===== src/rtl/midi_note_tracker_if.sv =====
// MIDI byte input and note/event outputs between the UART side and the tracker.
interface midi_note_tracker_if;
    logic [7:0] rx_data;
    logic       rx_valid;
    logic [7:0] midi_data;
    logic       midi_valid;
    logic [6:0] velocity;
    logic       event_valid;
    logic       event_on;
    logic [6:0] event_note;

    modport master (
        output rx_data, rx_valid,
        input  midi_data, midi_valid, velocity, event_valid, event_on, event_note
    );

    modport slave (
        input  rx_data, rx_valid,
        output midi_data, midi_valid, velocity, event_valid, event_on, event_note
    );
endinterface


===== src/rtl/midi_note_tracker.sv =====
// MIDI byte parser feeding a last-note-priority held-note stack (monophonic gate/note/velocity).
// Latency: completing data byte at edge N -> stack, outputs and event pulse at edge N+1.
// No backpressure: a byte may arrive every cycle and every event is applied.
module midi_note_tracker #(
    parameter int CHANNEL     = 0,
    parameter bit OMNI        = 1'b0,
    parameter int STACK_DEPTH = 4
) (
    input  logic clk,
    input  logic rst_n,
    midi_note_tracker_if.slave bus
);
    localparam int CW = $clog2(STACK_DEPTH + 1);

    typedef enum logic [2:0] {IDLE, WAIT_D1, WAIT_D2, SKIP1, SKIP2} state_t;

    state_t        state, state_nx;
    logic [7:0]    status;
    logic [6:0]    note;
    logic          latch_status, latch_note, fire;

    logic          pend_vld, pend_on;
    logic [6:0]    pend_note, pend_vel;

    logic [6:0]    st_note [STACK_DEPTH];
    logic [6:0]    st_vel  [STACK_DEPTH];
    logic [CW-1:0] cnt;

    logic [6:0]    t_note [STACK_DEPTH];
    logic [6:0]    t_vel  [STACK_DEPTH];
    logic [CW-1:0] t_cnt;
    logic [6:0]    n_note [STACK_DEPTH];
    logic [6:0]    n_vel  [STACK_DEPTH];
    logic [CW-1:0] n_cnt;
    logic          found;
    logic [CW-1:0] pos;
    logic [6:0]    top_note, top_vel;

    // Data-byte state a status byte leads to; off-channel note messages are skipped, not dropped.
    function automatic state_t first_state(input logic [7:0] s);
        logic ch_ok;
        ch_ok = OMNI || (s[3:0] == 4'(CHANNEL));
        case (s[6:4])
            3'd0, 3'd1: return ch_ok ? WAIT_D1 : SKIP2;
            3'd4, 3'd5: return SKIP1;
            default:    return SKIP2;
        endcase
    endfunction

    always_comb begin
        state_nx     = state;
        latch_status = 1'b0;
        latch_note   = 1'b0;
        fire         = 1'b0;
        if (bus.rx_valid && bus.rx_data[7:3] != 5'b11111) begin
            if (bus.rx_data[7]) begin
                if (bus.rx_data[6:4] != 3'b111) begin
                    latch_status = 1'b1;
                    state_nx     = first_state(bus.rx_data);
                end else begin
                    state_nx = IDLE;
                end
            end else begin
                case (state)
                    WAIT_D1: begin latch_note = 1'b1; state_nx = WAIT_D2; end
                    WAIT_D2: begin fire = 1'b1;       state_nx = WAIT_D1; end
                    SKIP2:   state_nx = SKIP1;
                    SKIP1:   state_nx = first_state(status);
                    default: state_nx = IDLE;
                endcase
            end
        end
    end

    always_ff @(posedge clk) begin
        if (!rst_n) begin
            state     <= IDLE;
            status    <= '0;
            note      <= '0;
            pend_vld  <= 1'b0;
            pend_on   <= 1'b0;
            pend_note <= '0;
            pend_vel  <= '0;
        end else begin
            state    <= state_nx;
            pend_vld <= fire;
            if (latch_status) status <= bus.rx_data;
            if (latch_note)   note   <= bus.rx_data[6:0];
            if (fire) begin
                pend_on   <= status[4] && (bus.rx_data[6:0] != 7'd0);
                pend_note <= note;
                pend_vel  <= bus.rx_data[6:0];
            end
        end
    end

    // Remove pend_note if held, then (for note-on) push it on top, evicting the bottom when full.
    always_comb begin
        t_note = st_note;
        t_vel  = st_vel;
        t_cnt  = cnt;
        found  = 1'b0;
        pos    = '0;
        for (int i = 0; i < STACK_DEPTH; i++) begin
            if (!found && CW'(i) < cnt && st_note[i] == pend_note) begin
                found = 1'b1;
                pos   = CW'(i);
            end
        end
        if (found) begin
            for (int i = 0; i < STACK_DEPTH - 1; i++) begin
                if (CW'(i) >= pos) begin
                    t_note[i] = st_note[i+1];
                    t_vel[i]  = st_vel[i+1];
                end
            end
            t_cnt = cnt - 1'b1;
        end
        n_note = t_note;
        n_vel  = t_vel;
        n_cnt  = t_cnt;
        if (pend_on) begin
            if (t_cnt == CW'(STACK_DEPTH)) begin
                for (int i = 0; i < STACK_DEPTH - 1; i++) begin
                    n_note[i] = t_note[i+1];
                    n_vel[i]  = t_vel[i+1];
                end
                n_note[STACK_DEPTH-1] = pend_note;
                n_vel[STACK_DEPTH-1]  = pend_vel;
            end else begin
                for (int i = 0; i < STACK_DEPTH; i++) begin
                    if (CW'(i) == t_cnt) begin
                        n_note[i] = pend_note;
                        n_vel[i]  = pend_vel;
                    end
                end
                n_cnt = t_cnt + 1'b1;
            end
        end
    end

    always_ff @(posedge clk) begin
        if (!rst_n) begin
            cnt             <= '0;
            bus.event_valid <= 1'b0;
            bus.event_on    <= 1'b0;
            bus.event_note  <= '0;
            for (int i = 0; i < STACK_DEPTH; i++) begin
                st_note[i] <= '0;
                st_vel[i]  <= '0;
            end
        end else begin
            bus.event_valid <= pend_vld;
            if (pend_vld) begin
                st_note        <= n_note;
                st_vel         <= n_vel;
                cnt            <= n_cnt;
                bus.event_on   <= pend_on;
                bus.event_note <= pend_note;
            end
        end
    end

    always_comb begin
        top_note = '0;
        top_vel  = '0;
        for (int i = 0; i < STACK_DEPTH; i++) begin
            if (cnt == CW'(i + 1)) begin
                top_note = st_note[i];
                top_vel  = st_vel[i];
            end
        end
    end

    assign bus.midi_valid = (cnt != '0);
    assign bus.midi_data  = {1'b0, top_note};
    assign bus.velocity   = top_vel;
endmodule

===== src/flat_wrapper.sv =====
// flat-port wrapper written by rule: the top's interface ports become plain ports
module midi_note_tracker_flat 
#(
    parameter int CHANNEL     = 0,
    parameter bit OMNI        = 1'b0,
    parameter int STACK_DEPTH = 4
)
  (clk, rst_n, bus_rx_data, bus_rx_valid, bus_midi_data, bus_midi_valid, bus_velocity, bus_event_valid, bus_event_on, bus_event_note);
  midi_note_tracker_if bus_i ();
  input  logic clk;
  input  logic rst_n;
  input wire logic [$bits(bus_i.rx_data)-1:0] bus_rx_data;
  input wire logic [$bits(bus_i.rx_valid)-1:0] bus_rx_valid;
  output wire logic [$bits(bus_i.midi_data)-1:0] bus_midi_data;
  output wire logic [$bits(bus_i.midi_valid)-1:0] bus_midi_valid;
  output wire logic [$bits(bus_i.velocity)-1:0] bus_velocity;
  output wire logic [$bits(bus_i.event_valid)-1:0] bus_event_valid;
  output wire logic [$bits(bus_i.event_on)-1:0] bus_event_on;
  output wire logic [$bits(bus_i.event_note)-1:0] bus_event_note;
  assign bus_i.rx_data = bus_rx_data;
  assign bus_i.rx_valid = bus_rx_valid;
  assign bus_midi_data = bus_i.midi_data;
  assign bus_midi_valid = bus_i.midi_valid;
  assign bus_velocity = bus_i.velocity;
  assign bus_event_valid = bus_i.event_valid;
  assign bus_event_on = bus_i.event_on;
  assign bus_event_note = bus_i.event_note;
  midi_note_tracker #(.CHANNEL(CHANNEL), .OMNI(OMNI), .STACK_DEPTH(STACK_DEPTH)) u_core (.clk(clk), .rst_n(rst_n), .bus(bus_i));
endmodule

===== config.mk =====
export PLATFORM = sky130hd
export DESIGN_NAME = midi_note_tracker_flat
export DESIGN_NICKNAME = d
export VERILOG_FILES = /design/src/rtl/midi_note_tracker_if.sv /design/src/rtl/midi_note_tracker.sv /design/src/flat_wrapper.sv
export SDC_FILE = /design/constraint.sdc
export NUM_CORES = 1
export LEC_CHECK = 0
export ABC_AREA = 1
export CAP_MARGIN = 20
export CORE_UTILIZATION = 40
export CTS_CLUSTER_SIZE = 30
export DETAILED_ROUTE_END_ITERATION = 10
export SYNTH_ARGS = -nofsm -noshare
export SYNTH_HDL_FRONTEND = slang
export SYNTH_SLANG_ARGS = --single-unit

===== constraint.sdc =====
create_clock -name clk -period 2.7 [get_ports clk]
set_input_delay 0.675 -clock clk [delete_from_list [all_inputs] [get_ports clk]]
set_output_delay 0.675 -clock clk [all_outputs]
set_load 0.02 [all_outputs]

==> impl_metrics.yaml <==
cells_and_area:
  multi_input_area_um2: 4070
  layout.area.seq_um2: 2030
  nets: 1223
  syn2layout_area_growth_pct: 16.0
  antennaDiodeCount: 0
  nFillCells: 1781
  drive_gt1_frac: 0.120
  final_area_um2: 7950
setup_path:
  crit_chain: "inv_4 -> buf_4 -> ha_4 -> nand2_4 -> clkinvlp_4 -> buf_6 -> buf_4 -> nand2_1 -> o211ai_1 -> buf_4"
  start_kind: "flop"
  crit_required_ps: 2030
  max_stage_delay_ps: 370
  critPathTopFamily: "buffers and inverters"
  path_max_fanout: 5
  path_class: "reg2out"
  r2r_cells: 15
  critPathArrivalTime_ps: 1970
  cp_num_buf_inv: 6
  cp_common_cell: "buf_4"
  cp.depth: 10
  cp_slowest_cell: "dfxtp_4"
  endpoint_kind: "primary output"
routing:
  finalWirelength_mm: 23.5
  drc: 0
  dr.pass1.iters: 5
  via_per_inst: 5.30
  vias: 7598
  wl_per_cell_um: 16.4
  ant_nets: 0
  drt_iter0_markers: 735
grt:
  antenna_found_initial: 0
  overflow: 0
  grt_pass1_vias: 6716
  grt_usage: 0.272
  grt_pass1_wl_mm: 37.2
  grt_start_max_net_pins: 56
min_path:
  min_path_cells: 2
  hold_class: "reg2reg"
floorplanning:
  core_um2: 16600
  row_count: 47
  initial_core_util: 0.411
  fp.dieH_um: 133
  ios: 36
  dieArea_um2: 17600
  dieWidth_um: 133
cts:
  cts_sinks: 101
  cts_tree: "done"
  cts-buffers-inserted: 9
  htreeDepth: 3
  cts.path.max_buffers: 2
  cts_root_buf: "clkbuf_16"
  cts.clk_slew.worst_paths_ps: 70
  clock_latency_ps: 370
logic_synthesis:
  syn_area_per_cell_um2: 5.87
  ys_types: 43
  synthesis.nets: 1181
  synth-xor-area-share: 0.00895
  synth_top_family_by_area: "simple AND/OR/NAND/NOR gates"
  yosys.area_share.simple: 0.365
  synthMuxAreaShare: 0
  syn-cell-area_um2: 6850
  syn_inst: 1166
  synth-compound-area-share: 0.205
  synth_edf_count: 0
  async_reset_ff_frac: 0
  synthAdderAreaFrac: 0.00731
  ys.flop_type: "dfxtp_1"
  synth_warnings: 0
  ys_ff_latch: 101
  yosysSeqAreaShare: 0.295
timing:
  hold_violations: 0
  fin_crit_sh: 0.978
  drv_slew: 0
  fin_hold_ws_ps: 458
  finalSetupViolations: 0
  slew_headroom: 0.488
  max_freq_mhz: 379
  clock_skew_ps: 14.2
  fin_tns_setup_ps: 0
  setup_ws_ps: 59.0
  worst_pin_slew_ps: 766
  rsz0062_at_grt: "no"
  layout_min_cycle_time_ps: 2640
run_status:
  outcome: "finished clean"
place:
  gp_congestion: 0.911
  place.detailed.hpwl_mm: 16.4
  place_ws_ps: 11.6
  placed_area_um2: 7610
  port-buffer-count: 34
power_and_ir_drop:
  powerDensity_nw_per_um2: 423
  p_leak_uw: 0.00365
  ir_worst_vdd_mv: 0.327
  finalPower_uw: 3360
job:
  drv_cap: 0
==> placed cells by master, fill, tap and decap left out, drive strengths merged, types with 2 or more instances in the layout <==
master           n
clkinvlp         2
buf             71
a211oi           2
nor3            15
xnor2            2
nand3           73
nor4             2
o21ai          165
a31oi            3
a41oi            2
nor3b            6
xor2             5
a21oi           75
ha               4
nor2           158
nand4           10
nand2          328
inv            125
clkinv           5
clkdlybuf4s50   19
dfxtp          101
o22ai            7
o211ai           8
clkbuf          18
==> worst paths after layout <==
kind / start / slack, ps / end
worst max-delay path: u_core.cnt[0] / 60 / bus_velocity[6]
worst min-delay path: u_core.bus.event_note[2] / 460 / u_core.bus.event_note[2]
worst max register to register: u_core.cnt[1] / 170 / u_core.st_vel[18]
worst min register to register: u_core.bus.event_note[2] / 460 / u_core.bus.event_note[2]
==> report_power, final <==
group          switching (uW)  internal [uW]  total (uW)
Clock                     653            660        1310
Combinational             335            166         501
Sequential               28.8           1520        1550
==> logic make-up (layout without fill, tap and decap cells) <==
kind of cell | after synthesis | in the layout
other cells | 1 | 1
fa+ha+maj | 4 | 4
xor+xnor | 7 | 7
buf+inv | 194 | 241
compound gates | 267 | 267
simple gates | 592 | 592
flops | 101 | 101
==> Yosys cell counts, types with 3 or more instances <==
| cell | instances | area, um^2 |
|---|---|---|
| o21ai_0 | 147 | 736 |
| ha_1 | 4 | 50.1 |
| nand2_2 | 7 | 43.8 |
| buf_6 | 4 | 45.0 |
| inv_1 | 111 | 417 |
| xor2_1 | 5 | 43.8 |
| buf_4 | 7 | 52.6 |
| nor2_2 | 5 | 31.3 |
| o22ai_1 | 7 | 43.8 |
| dfxtp_1 | 101 | 2020 |
| buf_1 | 4 | 15.0 |
| nand3_1 | 71 | 355 |
| buf_2 | 17 | 85.1 |
| inv_2 | 12 | 45.0 |
| clkbuf_1 | 36 | 135 |
| o21ai_1 | 18 | 90.1 |
| nor2_4 | 3 | 33.8 |
| o211ai_1 | 8 | 60.1 |
| a21oi_1 | 75 | 375 |
| a31oi_1 | 3 | 18.8 |
| nor3_1 | 15 | 75.1 |
| nor3b_1 | 6 | 45.0 |
| nand2_1 | 320 | 1200 |
| nand4_1 | 7 | 43.8 |
| nor2_1 | 150 | 563 |
==> state kept, by name, summed over array words and instances (netlist names) <==
signal	cells
u_core.pend_note	7
u_core.pend_vld	1
u_core.bus.event_note	7
u_core.note	7
u_core.st_vel	28
u_core.cnt	3
u_core.pend_vel	7
u_core.bus.event_valid	1
u_core.status	7
u_core.state	3
u_core.st_note	28
u_core.pend_on	1
u_core.bus.event_on	1
==> repair_timing <==
action | in CTS | in global routing
pin swaps | 0 | 2
setup buffers | 6 | 0
endpoints found under the setup margin | 16 | 49
resized for setup | 39 | 30
endpoints found under the hold margin | 0 | 0
hold buffers | 0 | 0
==> final cells by class <==
class / count / area share
multi-input cells: 871 / 0.512
flip-flops and latches: 101 / 0.256
clock buffers: 10 / 0.0301
well taps: 220 / 0.0346
repair buffers: 99 / 0.102
clock inverters: 6 / 0.00583
inverters: 126 / 0.0608
==> per-stage QoR <==
step                       util  cells
after floorplan               -   1166
after global placement    0.457   1411
after detailed placement  0.457   1411
after CTS                 0.477   1433
after global routing      0.477   1433
final                     0.477   1433
==> worst register-to-register path: stages, from the launching register on <==
cell	delay, ps
dfxtp_2	350
inv_2	60
ha_1	220
nand2_4	190
nand2_1	80
nor2_1	100
nand3_1	80
nor2_2	130
nor2_4	80
nand4_1	120
nand2_4	160
nor2_4	460
nand3_1	150
nand3_1	100
nand2_1	60
a21oi_1	120
==> routing by layer <==
metal  track usage  up-vias  wire (um)
li1              -     3838          -
met1         0.368     3484      11100
met2         0.432      238      10600
met3        0.0448       38       1240
met4         0.106        0        604
met5             0        -          0
Note: power is estimated with default switching activity, not from simulation.
